**src/rtl/ray_setup_if.sv**
```systemverilog
// ray_setup_if: ray payload and valid/ready handshake between the ray
// generator (master) and the DDA stepper (slave).
interface ray_setup_if;
    logic        valid_out;
    logic        ready_in;
    logic [10:0] hcount_ray_out;
    logic [1:0]  step_out;
    logic [31:0] rayDir_out;
    logic [31:0] sideDist_out;
    logic [31:0] deltaDist_out;
    logic [13:0] map_out;

    modport master (
        output valid_out,
        output hcount_ray_out,
        output step_out,
        output rayDir_out,
        output sideDist_out,
        output deltaDist_out,
        output map_out,
        input  ready_in
    );

    modport slave (
        input  valid_out,
        input  hcount_ray_out,
        input  step_out,
        input  rayDir_out,
        input  sideDist_out,
        input  deltaDist_out,
        input  map_out,
        output ready_in
    );
endinterface

```
**src/rtl/ray_setup.sv**
```systemverilog
// ray_setup: per-frame ray generator for the DDA stepper, one ray per column.
// Build option: define RAY_SETUP_PARALLEL_DIV_EN to run the X and Y
// deltaDist dividers concurrently (single 17-cycle DIV phase, 20-cycle
// latency); otherwise one shared divider runs X then Y (37-cycle latency).
module ray_setup #(
    parameter int unsigned SCREEN_WIDTH = 320,
    parameter int unsigned CAM_STEP     = 32768 / SCREEN_WIDTH
) (
    input  logic        pixel_clk_in,
    input  logic        rst_n_in,
    input  logic        frame_start_in,
    input  logic [31:0] pos_in,
    input  logic [31:0] dir_in,
    input  logic [31:0] plane_in,
    output logic        busy_out,
    output logic        frame_done_out,
    ray_setup_if.master ray
);

    localparam int unsigned HC_W     = 11;
    localparam int unsigned MAP_W    = 14;
    localparam int unsigned DIV_LAST = 16;
`ifdef RAY_SETUP_PARALLEL_DIV_EN
    localparam int unsigned LANES    = 2;
`else
    localparam int unsigned LANES    = 1;
`endif
    localparam logic [15:0]     CAM_START = 16'hC000;
    localparam logic [16:0]     DIV_NUM   = 17'h10000;
    localparam logic [HC_W-1:0] HC_LAST   = HC_W'(SCREEN_WIDTH - 1);
    localparam logic [15:0]     CAM_INC   = 16'(CAM_STEP);

    typedef enum logic [2:0] {
        S_IDLE,
        S_CAM,
        S_DIV_X,
        S_DIV_Y,
        S_SIDE,
        S_OUT
    } state_t;

    // Saturate a signed value to signed 16 bits.
    function automatic logic [15:0] sat16(input logic signed [31:0] v);
        if (v > 32'sd32767) begin
            return 16'h7FFF;
        end else if (v < -32'sd32768) begin
            return 16'h8000;
        end
        return v[15:0];
    endfunction

    // Magnitude of a signed 16-bit value; -32768 maps to 32768.
    function automatic logic [15:0] abs16(input logic [15:0] v);
        return v[15] ? 16'(~v + 16'd1) : v;
    endfunction

    // One restoring-division step: returns {remainder, dividend/quotient shift reg}.
    function automatic logic [32:0] div_step(input logic [15:0] rem,
                                             input logic [16:0] num,
                                             input logic [15:0] den);
        logic [16:0] w_trial;
        logic        w_q;
        w_trial = {rem, num[16]};
        w_q     = (w_trial >= {1'b0, den});
        return {(w_q ? 16'(w_trial - {1'b0, den}) : w_trial[15:0]), num[15:0], w_q};
    endfunction

    // Distance from the pose to the first grid line along one axis.
    function automatic logic [15:0] side_dist(input logic        neg,
                                              input logic [7:0]  frac,
                                              input logic [15:0] delta);
        logic [8:0]  w_mul;
        logic [24:0] w_prod;
        w_mul  = neg ? {1'b0, frac} : (9'd256 - {1'b0, frac});
        w_prod = (25'(w_mul) * 25'(delta)) >> 8;
        if (delta == 16'hFFFF || w_prod > 25'h00FFFF) begin
            return 16'hFFFF;
        end
        return w_prod[15:0];
    endfunction

    state_t          r_state;
    logic [15:0]     r_dir_x, r_dir_y, r_plane_x, r_plane_y;
    logic [7:0]      r_frac_x, r_frac_y;
    logic [MAP_W-1:0] r_map;
    logic [15:0]     r_cam;
    logic [HC_W-1:0] r_hcount;
    logic [15:0]     r_ray_x, r_ray_y;
    logic [15:0]     r_delta_x, r_delta_y;
    logic [4:0]      r_div_cnt;
    logic [15:0]     r_div_rem [LANES];
    logic [16:0]     r_div_num [LANES];
    logic [15:0]     r_div_den [LANES];

    logic            r_valid;
    logic            r_busy;
    logic            r_frame_done;
    logic [HC_W-1:0] r_o_hcount;
    logic [1:0]      r_o_step;
    logic [31:0]     r_o_ray_dir;
    logic [31:0]     r_o_side;
    logic [31:0]     r_o_delta;
    logic [MAP_W-1:0] r_o_map;

    logic signed [31:0] w_prod_x, w_prod_y;
    logic [15:0]        w_ray_x, w_ray_y;
    logic [32:0]        w_step [LANES];
    logic [15:0]        w_quo  [LANES];
    logic               w_unused;

    // Integer bit of the Q8.8 position above 127 does not reach the map index.
    assign w_unused = &{1'b0, pos_in[31], pos_in[15]};

    // Camera-plane ray direction for the current column.
    assign w_prod_x = 32'($signed(r_plane_x)) * 32'($signed(r_cam));
    assign w_prod_y = 32'($signed(r_plane_y)) * 32'($signed(r_cam));
    assign w_ray_x  = r_dir_x + sat16(w_prod_x >>> 14);
    assign w_ray_y  = r_dir_y + sat16(w_prod_y >>> 14);

    // Next divider step per lane and the saturated quotient it completes.
    always_comb begin
        for (int l = 0; l < int'(LANES); l++) begin
            w_step[l] = div_step(r_div_rem[l], r_div_num[l], r_div_den[l]);
            w_quo[l]  = (r_div_den[l] == 16'd0 || w_step[l][16]) ? 16'hFFFF
                                                                 : w_step[l][15:0];
        end
    end

    // Frame sequencer, divider datapath and registered ray payload.
    always_ff @(posedge pixel_clk_in or negedge rst_n_in) begin
        if (!rst_n_in) begin
            r_state      <= S_IDLE;
            r_dir_x      <= '0;
            r_dir_y      <= '0;
            r_plane_x    <= '0;
            r_plane_y    <= '0;
            r_frac_x     <= '0;
            r_frac_y     <= '0;
            r_map        <= '0;
            r_cam        <= '0;
            r_hcount     <= '0;
            r_ray_x      <= '0;
            r_ray_y      <= '0;
            r_delta_x    <= '0;
            r_delta_y    <= '0;
            r_div_cnt    <= '0;
            for (int l = 0; l < int'(LANES); l++) begin
                r_div_rem[l] <= '0;
                r_div_num[l] <= '0;
                r_div_den[l] <= '0;
            end
            r_valid      <= 1'b0;
            r_busy       <= 1'b0;
            r_frame_done <= 1'b0;
            r_o_hcount   <= '0;
            r_o_step     <= '0;
            r_o_ray_dir  <= '0;
            r_o_side     <= '0;
            r_o_delta    <= '0;
            r_o_map      <= '0;
        end else begin
            r_frame_done <= 1'b0;
            unique case (r_state)
                S_IDLE: begin
                    if (frame_start_in) begin
                        r_dir_x   <= dir_in[31:16];
                        r_dir_y   <= dir_in[15:0];
                        r_plane_x <= plane_in[31:16];
                        r_plane_y <= plane_in[15:0];
                        r_frac_x  <= pos_in[23:16];
                        r_frac_y  <= pos_in[7:0];
                        r_map     <= {pos_in[30:24], pos_in[14:8]};
                        r_cam     <= CAM_START;
                        r_hcount  <= '0;
                        r_busy    <= 1'b1;
                        r_state   <= S_CAM;
                    end
                end
                S_CAM: begin
                    r_ray_x      <= w_ray_x;
                    r_ray_y      <= w_ray_y;
                    r_div_cnt    <= '0;
                    r_div_rem[0] <= '0;
                    r_div_num[0] <= DIV_NUM;
                    r_div_den[0] <= abs16(w_ray_x);
`ifdef RAY_SETUP_PARALLEL_DIV_EN
                    r_div_rem[1] <= '0;
                    r_div_num[1] <= DIV_NUM;
                    r_div_den[1] <= abs16(w_ray_y);
`endif
                    r_state      <= S_DIV_X;
                end
                S_DIV_X: begin
                    for (int l = 0; l < int'(LANES); l++) begin
                        r_div_rem[l] <= w_step[l][32:17];
                        r_div_num[l] <= w_step[l][16:0];
                    end
                    r_div_cnt <= r_div_cnt + 5'd1;
                    if (r_div_cnt == 5'(DIV_LAST)) begin
                        r_delta_x <= w_quo[0];
`ifdef RAY_SETUP_PARALLEL_DIV_EN
                        r_delta_y <= w_quo[1];
                        r_state   <= S_SIDE;
`else
                        r_div_cnt    <= '0;
                        r_div_rem[0] <= '0;
                        r_div_num[0] <= DIV_NUM;
                        r_div_den[0] <= abs16(r_ray_y);
                        r_state      <= S_DIV_Y;
`endif
                    end
                end
`ifndef RAY_SETUP_PARALLEL_DIV_EN
                S_DIV_Y: begin
                    r_div_rem[0] <= w_step[0][32:17];
                    r_div_num[0] <= w_step[0][16:0];
                    r_div_cnt    <= r_div_cnt + 5'd1;
                    if (r_div_cnt == 5'(DIV_LAST)) begin
                        r_delta_y <= w_quo[0];
                        r_state   <= S_SIDE;
                    end
                end
`endif
                S_SIDE: begin
                    r_o_hcount  <= r_hcount;
                    r_o_step    <= {~r_ray_x[15], ~r_ray_y[15]};
                    r_o_ray_dir <= {r_ray_x, r_ray_y};
                    r_o_side    <= {side_dist(r_ray_x[15], r_frac_x, r_delta_x),
                                    side_dist(r_ray_y[15], r_frac_y, r_delta_y)};
                    r_o_delta   <= {r_delta_x, r_delta_y};
                    r_o_map     <= r_map;
                    r_valid     <= 1'b1;
                    r_state     <= S_OUT;
                end
                S_OUT: begin
                    if (ray.ready_in) begin
                        r_valid  <= 1'b0;
                        r_cam    <= r_cam + CAM_INC;
                        r_hcount <= r_hcount + HC_W'(1);
                        if (r_hcount == HC_LAST) begin
                            r_busy       <= 1'b0;
                            r_frame_done <= 1'b1;
                            r_state      <= S_IDLE;
                        end else begin
                            r_state <= S_CAM;
                        end
                    end
                end
                default: r_state <= S_IDLE;
            endcase
        end
    end

    assign ray.valid_out      = r_valid;
    assign ray.hcount_ray_out = r_o_hcount;
    assign ray.step_out       = r_o_step;
    assign ray.rayDir_out     = r_o_ray_dir;
    assign ray.sideDist_out   = r_o_side;
    assign ray.deltaDist_out  = r_o_delta;
    assign ray.map_out        = r_o_map;
    assign busy_out           = r_busy;
    assign frame_done_out     = r_frame_done;

endmodule

```
**src/flat_wrapper.sv**
```systemverilog
// flat-port wrapper written by rule: the top's interface ports become plain ports
module ray_setup_flat 
#(
    parameter int unsigned SCREEN_WIDTH = 320,
    parameter int unsigned CAM_STEP     = 32768 / SCREEN_WIDTH
)
  (pixel_clk_in, rst_n_in, frame_start_in, pos_in, dir_in, plane_in, busy_out, frame_done_out, ray_valid_out, ray_hcount_ray_out, ray_step_out, ray_rayDir_out, ray_sideDist_out, ray_deltaDist_out, ray_map_out, ray_ready_in);
  ray_setup_if ray_i ();
  input  logic pixel_clk_in;
  input  logic rst_n_in;
  input  logic frame_start_in;
  input  logic [31:0] pos_in;
  input  logic [31:0] dir_in;
  input  logic [31:0] plane_in;
  output logic busy_out;
  output logic frame_done_out;
  output wire logic [$bits(ray_i.valid_out)-1:0] ray_valid_out;
  output wire logic [$bits(ray_i.hcount_ray_out)-1:0] ray_hcount_ray_out;
  output wire logic [$bits(ray_i.step_out)-1:0] ray_step_out;
  output wire logic [$bits(ray_i.rayDir_out)-1:0] ray_rayDir_out;
  output wire logic [$bits(ray_i.sideDist_out)-1:0] ray_sideDist_out;
  output wire logic [$bits(ray_i.deltaDist_out)-1:0] ray_deltaDist_out;
  output wire logic [$bits(ray_i.map_out)-1:0] ray_map_out;
  input wire logic [$bits(ray_i.ready_in)-1:0] ray_ready_in;
  assign ray_valid_out = ray_i.valid_out;
  assign ray_hcount_ray_out = ray_i.hcount_ray_out;
  assign ray_step_out = ray_i.step_out;
  assign ray_rayDir_out = ray_i.rayDir_out;
  assign ray_sideDist_out = ray_i.sideDist_out;
  assign ray_deltaDist_out = ray_i.deltaDist_out;
  assign ray_map_out = ray_i.map_out;
  assign ray_i.ready_in = ray_ready_in;
  ray_setup #(.SCREEN_WIDTH(SCREEN_WIDTH), .CAM_STEP(CAM_STEP)) u_core (.pixel_clk_in(pixel_clk_in), .rst_n_in(rst_n_in), .frame_start_in(frame_start_in), .pos_in(pos_in), .dir_in(dir_in), .plane_in(plane_in), .busy_out(busy_out), .frame_done_out(frame_done_out), .ray(ray_i));
endmodule
```
**config.mk**
```make
export PLATFORM = sky130hd
export DESIGN_NAME = ray_setup_flat
export DESIGN_NICKNAME = d
export VERILOG_FILES = /design/src/rtl/ray_setup_if.sv /design/src/rtl/ray_setup.sv /design/src/flat_wrapper.sv
export SDC_FILE = /design/constraint.sdc
export NUM_CORES = 2
export LEC_CHECK = 0
export CELL_PAD_IN_SITES_DETAIL_PLACEMENT = 1
export CELL_PAD_IN_SITES_GLOBAL_PLACEMENT = 1
export CORE_ASPECT_RATIO = 0.7
export CORE_MARGIN = 3
export CORE_UTILIZATION = 49
export CTS_CLUSTER_SIZE = 16
export DETAILED_ROUTE_END_ITERATION = 7
export MAX_ROUTING_LAYER = met4
export PLACE_DENSITY_LB_ADDON = 0.1
export RECOVER_POWER = 50
export SLEW_MARGIN = 20
export SYNTH_ARGS = -nofsm -noshare
export SYNTH_HDL_FRONTEND = slang
export SYNTH_SLANG_ARGS = --single-unit
export TNS_END_PERCENT = 5
```
**constraint.sdc**
```tcl
create_clock -name pixel_clk_in -period 12.8 [get_ports pixel_clk_in]
set_input_delay 1.28 -clock pixel_clk_in [delete_from_list [all_inputs] [get_ports pixel_clk_in]]
set_output_delay 1.28 -clock pixel_clk_in [all_outputs]
set_load 0.05 [all_outputs]
```
==> summary by stage <==
Floorplanning
Row generation in the floorplan step produced 90 rows. The floorplan step defined a core boundary enclosing between 0.08 and 0.09 mm². The number of I/O pins is about 230. From bottom edge to top edge, the die measures 255.3 µm. The initial utilization of the core area, before any placement, comes to between 40% and 50%. The die boundary width is ~360 µm. The floorplan step defined a die boundary enclosing 0.09243 mm².

Clock tree
The number of clock buffers added by TritonCTS is 42. TritonCTS built the clock tree. For this design, the CTS-stage hold fixing added 0 buffers. The clock edge transition at the registers on the reported setup and hold paths is ~0.070 ns. The clock passes through at most 3 buffers.

The H-tree was split into 2 levels. The cell sitting at the root of the clock tree is a clkbuf_16. Counting every sink on the clock net gives about 370. The number of gates resized after cts is 0. The clock reaches the later pin of the worst-skew pair after a little under 0.6 ns.

Post-CTS timing repair inserted 0 buffers for setup.

Finish
After filler insertion, the fill cell instance count of the layout stands at about 10,000. The layout net count is 6,022. The fraction of layout instances using a drive strength above 1 is 3.177%. Relative to the synthesized area, the layout overhead comes to 11.19%.

Synth
The share of synthesized flip-flops with an asynchronous set or reset is 100.0%. The commonest cells after synthesis are 1,120 x nand2_1, 757 x inv_1, 719 x fa_1. The number of instances in the synthesized netlist is 4,815. After synthesis, the netlist uses 79 different library cells. The cell with the most instances after synthesis is nand2_1. The cell type with the largest total area after synthesis is fa_1. Sorting the synthesized cells by area gives the leading types as fa_1 33%, dfrtp_1 21%, nand2_1 9.7%, ha_1 7.5%, inv_1 6.5%. The share of the yosys chip area belonging to registers is between 20% and 30%. The mean instance size in the synthesized netlist is 9.033 µm².

The cell area after synthesis is between 0.04 and 0.05 mm². Yosys mapped a number of flops with a built-in enable equal to 0. The synthesis-stage register bit count is approximately 370. The most used flip-flop cell after synthesis is dfrtp_1. After synthesis, the largest area contributor takes up 33.09% of total cell area. For this run, the number of Yosys warnings is 0.

Placed design
The total half-perimeter wirelength after legalization and detailed placement is a little under 100,000 µm. Input and output buffers added on the ports amount to 223. Routability-driven placement finished with a final weighted congestion of 0.8746.

Route
The count of nets left with antenna violations once routing finished came out at 0. After detailed routing, the average wire length per cell comes to approximately 21 µm. The first detailed-routing pass ran for 5 iterations. In this run, the number of DRC markers left after iteration 0 of detailed routing was about 2,100. The via count of the routed design is between 30,000 and 40,000. The detailed-route vias per instance is 5.405. The final layout contains routed wiring with a total length of between 100,000 and 150,000 µm. The number of DRC violations after detailed routing is 0.

Timing
The worst path needs around 11 ns of the cycle, external delays included. Setup repair after global routing left no endpoint under its margin. The share of the cycle needed by the critical path after routing is between 80% and 90%.

For the pin with the worst max-slew slack, the measured transition is around 5.7 ns. The fmax is 94.71 MHz. The worst max-slew margin expressed relative to the limit is -282.8%. The final number of hold-violating endpoints came to 0. The aggregate negative setup slack is 0 ns. The final count of pins violating max slew is approximately 550.

The final setup violation count is 0. The worst clock skew is ~0.018 ns.

Critical path
Together, buffers and inverters on the worst path number 5. The peak fanout along the critical path is 35. The endpoint identified for the worst register-to-register timing path is u_core.r_ray_y[14]. The class of the most critical setup path is register to register. The end point of the critical path is u_core.r_ray_y[14]. The number of cells on the worst reg-to-reg path is 35.

The nature of the critical path startpoint is a register. The startpoint identified for the worst register-to-register timing path is u_core.r_cam[5]. The worst setup path startpoint is u_core.r_cam[5]. The worst stage delay on the critical path is a little over 1 ns. The total number of cells along the worst setup path is 35. The capturing element type of the critical path is a register. Setup slack on the worst reg-to-reg path comes out at 2.24 ns. Counting stages on the worst path, the most repeated cell is fa_1. The worst endpoint required time is between 10 and 15 ns.

The data arrival time of the critical path is between 10 and 15 ns. The slowest stage cell on the critical path is dfrtp_2. The dominant delay contributor by cell family on the critical path is compound AO/OA/AOI/OAI gates.

Global routing
The first global-routing pass estimated slightly above 200,000 µm of wire. The leftover overflow at the end of global routing is 0. In the global route stage, overall resource usage came out at around 30%. Entering global routing, the biggest net connects 160 pins. The number of global-route vias before repair is approximately 37,000.

The initial antenna violation count came to 5.

Status
The run finished, with violations left. The final reports fail on capacitance limit, slew limit.

Worst hold path
The hold path depth is 2. The path class of the tightest hold or removal check is register to register.

Run
Across the run, the number of max-cap violations was 7.
## registers in the layout, indices dropped and copies added, names as in the netlist, 14 cells and up
name / count
u_core.r_div_rem: 16
u_core.r_map: 14
u_core.r_cam: 15
u_core.ray.deltaDist_out: 32
u_core.r_div_num: 17
u_core.ray.rayDir_out: 32
u_core.r_plane_y: 16
u_core.r_delta_y: 16
u_core.r_plane_x: 16
u_core.r_div_den: 16
u_core.r_dir_x: 16
u_core.ray.map_out: 14
u_core.r_ray_x: 16
u_core.r_ray_y: 16
u_core.r_dir_y: 16
u_core.r_delta_x: 16
u_core.ray.sideDist_out: 32
## logic make-up after synthesis
group	count (synthesis)	share of synthesized area (%)
simple gates	1782	18.41
fa+ha+maj	979	40.57
mux	12	0.2963
other cells	2	0.01727
buf+inv	991	8.596
flops	367	21.12
xor+xnor	171	3.461
compound gates	511	7.537
## layer usage
| layer | global-route usage (%) | up-vias | routed length [µm] |
|---|---|---|---|
| li1 | - | 14950 | - |
| met1 | 42.89 | 17270 | 61150 |
| met2 | 43.82 | 771 | 55870 |
| met3 | 5.254 | 118 | 8225 |
| met4 | 4.871 | 0 | 1940 |
| met5 | - | - | 0 |
## worst min path at each step
stage | startpoint | slack [ns] | endpoint
after floorplan | u_core.r_map[0] | 0.44 | u_core.ray.map_out[0]
after global routing | u_core.ray.map_out[8] | 0.50 | u_core.ray.map_out[8]
after CTS | u_core.r_map[4] | 0.47 | u_core.ray.map_out[4]
after global placement | u_core.r_map[12] | 0.45 | u_core.ray.map_out[12]
final | u_core.r_map[4] | 0.47 | u_core.ray.map_out[4]
after detailed placement | u_core.r_map[6] | 0.46 | u_core.ray.map_out[6]
## area by class of cell
cell class | count | area (µm²) | share of cell area [%]
flip-flops and latches | 367 | 9189 | 19.00
diodes | 3 | 7.507 | 0.01552
inverters | 757 | 2841 | 5.876
well taps | 1150 | 1439 | 2.975
repair buffers | 266 | 2524 | 5.218
multi-input cells | 3509 | 30860 | 63.82
clock buffers | 52 | 1170 | 2.419
clock inverters | 22 | 326.6 | 0.6753
## cells in the final DEF, fill, tap and decap left out, types with 7 or more instances in the layout
| cell type | Yosys | final |
|---|---|---|
| a21oi_1 | 115 | 115 |
| o22a_1 | 16 | 16 |
| nand2_1 | 1120 | 1120 |
| nand4_1 | 18 | 18 |
| bufinv_16 | 0 | 7 |
| fa_1 | 719 | 719 |
| conb_1 | 2 | 54 |
| nand2b_1 | 49 | 48 |
| a31oi_1 | 10 | 10 |
| and2_1 | 215 | 215 |
| o211ai_1 | 9 | 9 |
| clkbuf_1 | 229 | 10 |
| o21a_1 | 31 | 31 |
| a21o_1 | 35 | 35 |
| or2_2 | 8 | 7 |
| or3_1 | 10 | 10 |
| a211oi_1 | 15 | 15 |
| nand3_1 | 36 | 36 |
| nor3_1 | 37 | 36 |
| xor2_1 | 70 | 67 |
| nor2_1 | 126 | 126 |
| o31ai_1 | 13 | 13 |
| o21bai_1 | 12 | 12 |
| mux2i_1 | 8 | 8 |
| inv_1 | 757 | 757 |
| clkbuf_16 | 0 | 43 |
| nor4_1 | 14 | 14 |
| o21ai_0 | 167 | 167 |
| a22oi_1 | 8 | 8 |
| nand3b_1 | 7 | 7 |
| xnor2_1 | 100 | 96 |
| buf_4 | 0 | 36 |
| ha_1 | 260 | 260 |
| dfrtp_1 | 367 | 363 |
| nor2b_1 | 102 | 102 |
| o32a_2 | 11 | 11 |
| and3_1 | 16 | 16 |
| a22o_1 | 18 | 18 |
| clkdlybuf4s50_1 | 0 | 220 |
## metrics by stage
stage	setup WS (ns)	cells	hold slack (ns)	utilization, %	instance area [µm²]
2_1_floorplan	3.799	4867	0.4386	-	43690
3_3_place_gp	2.564	6049	0.4498	53.89	46910
3_5_place_dp	2.361	6049	0.4571	53.89	46910
4_1_cts	2.287	6123	0.4716	55.61	48400
5_1_grt	1.381	6123	0.4955	55.55	48350
6_report	2.241	6126	0.4676	55.56	48360
## tightest hold or removal path, cell delays in order (launching register included)
cell and delay [ns]:
dfrtp_1 0.35, nand2_1 0.05, nand2_1 0.05
Power is left out: the tool's default activity adds up to more than one toggle a clock period on the data nets, which glitch-free logic cannot reach.
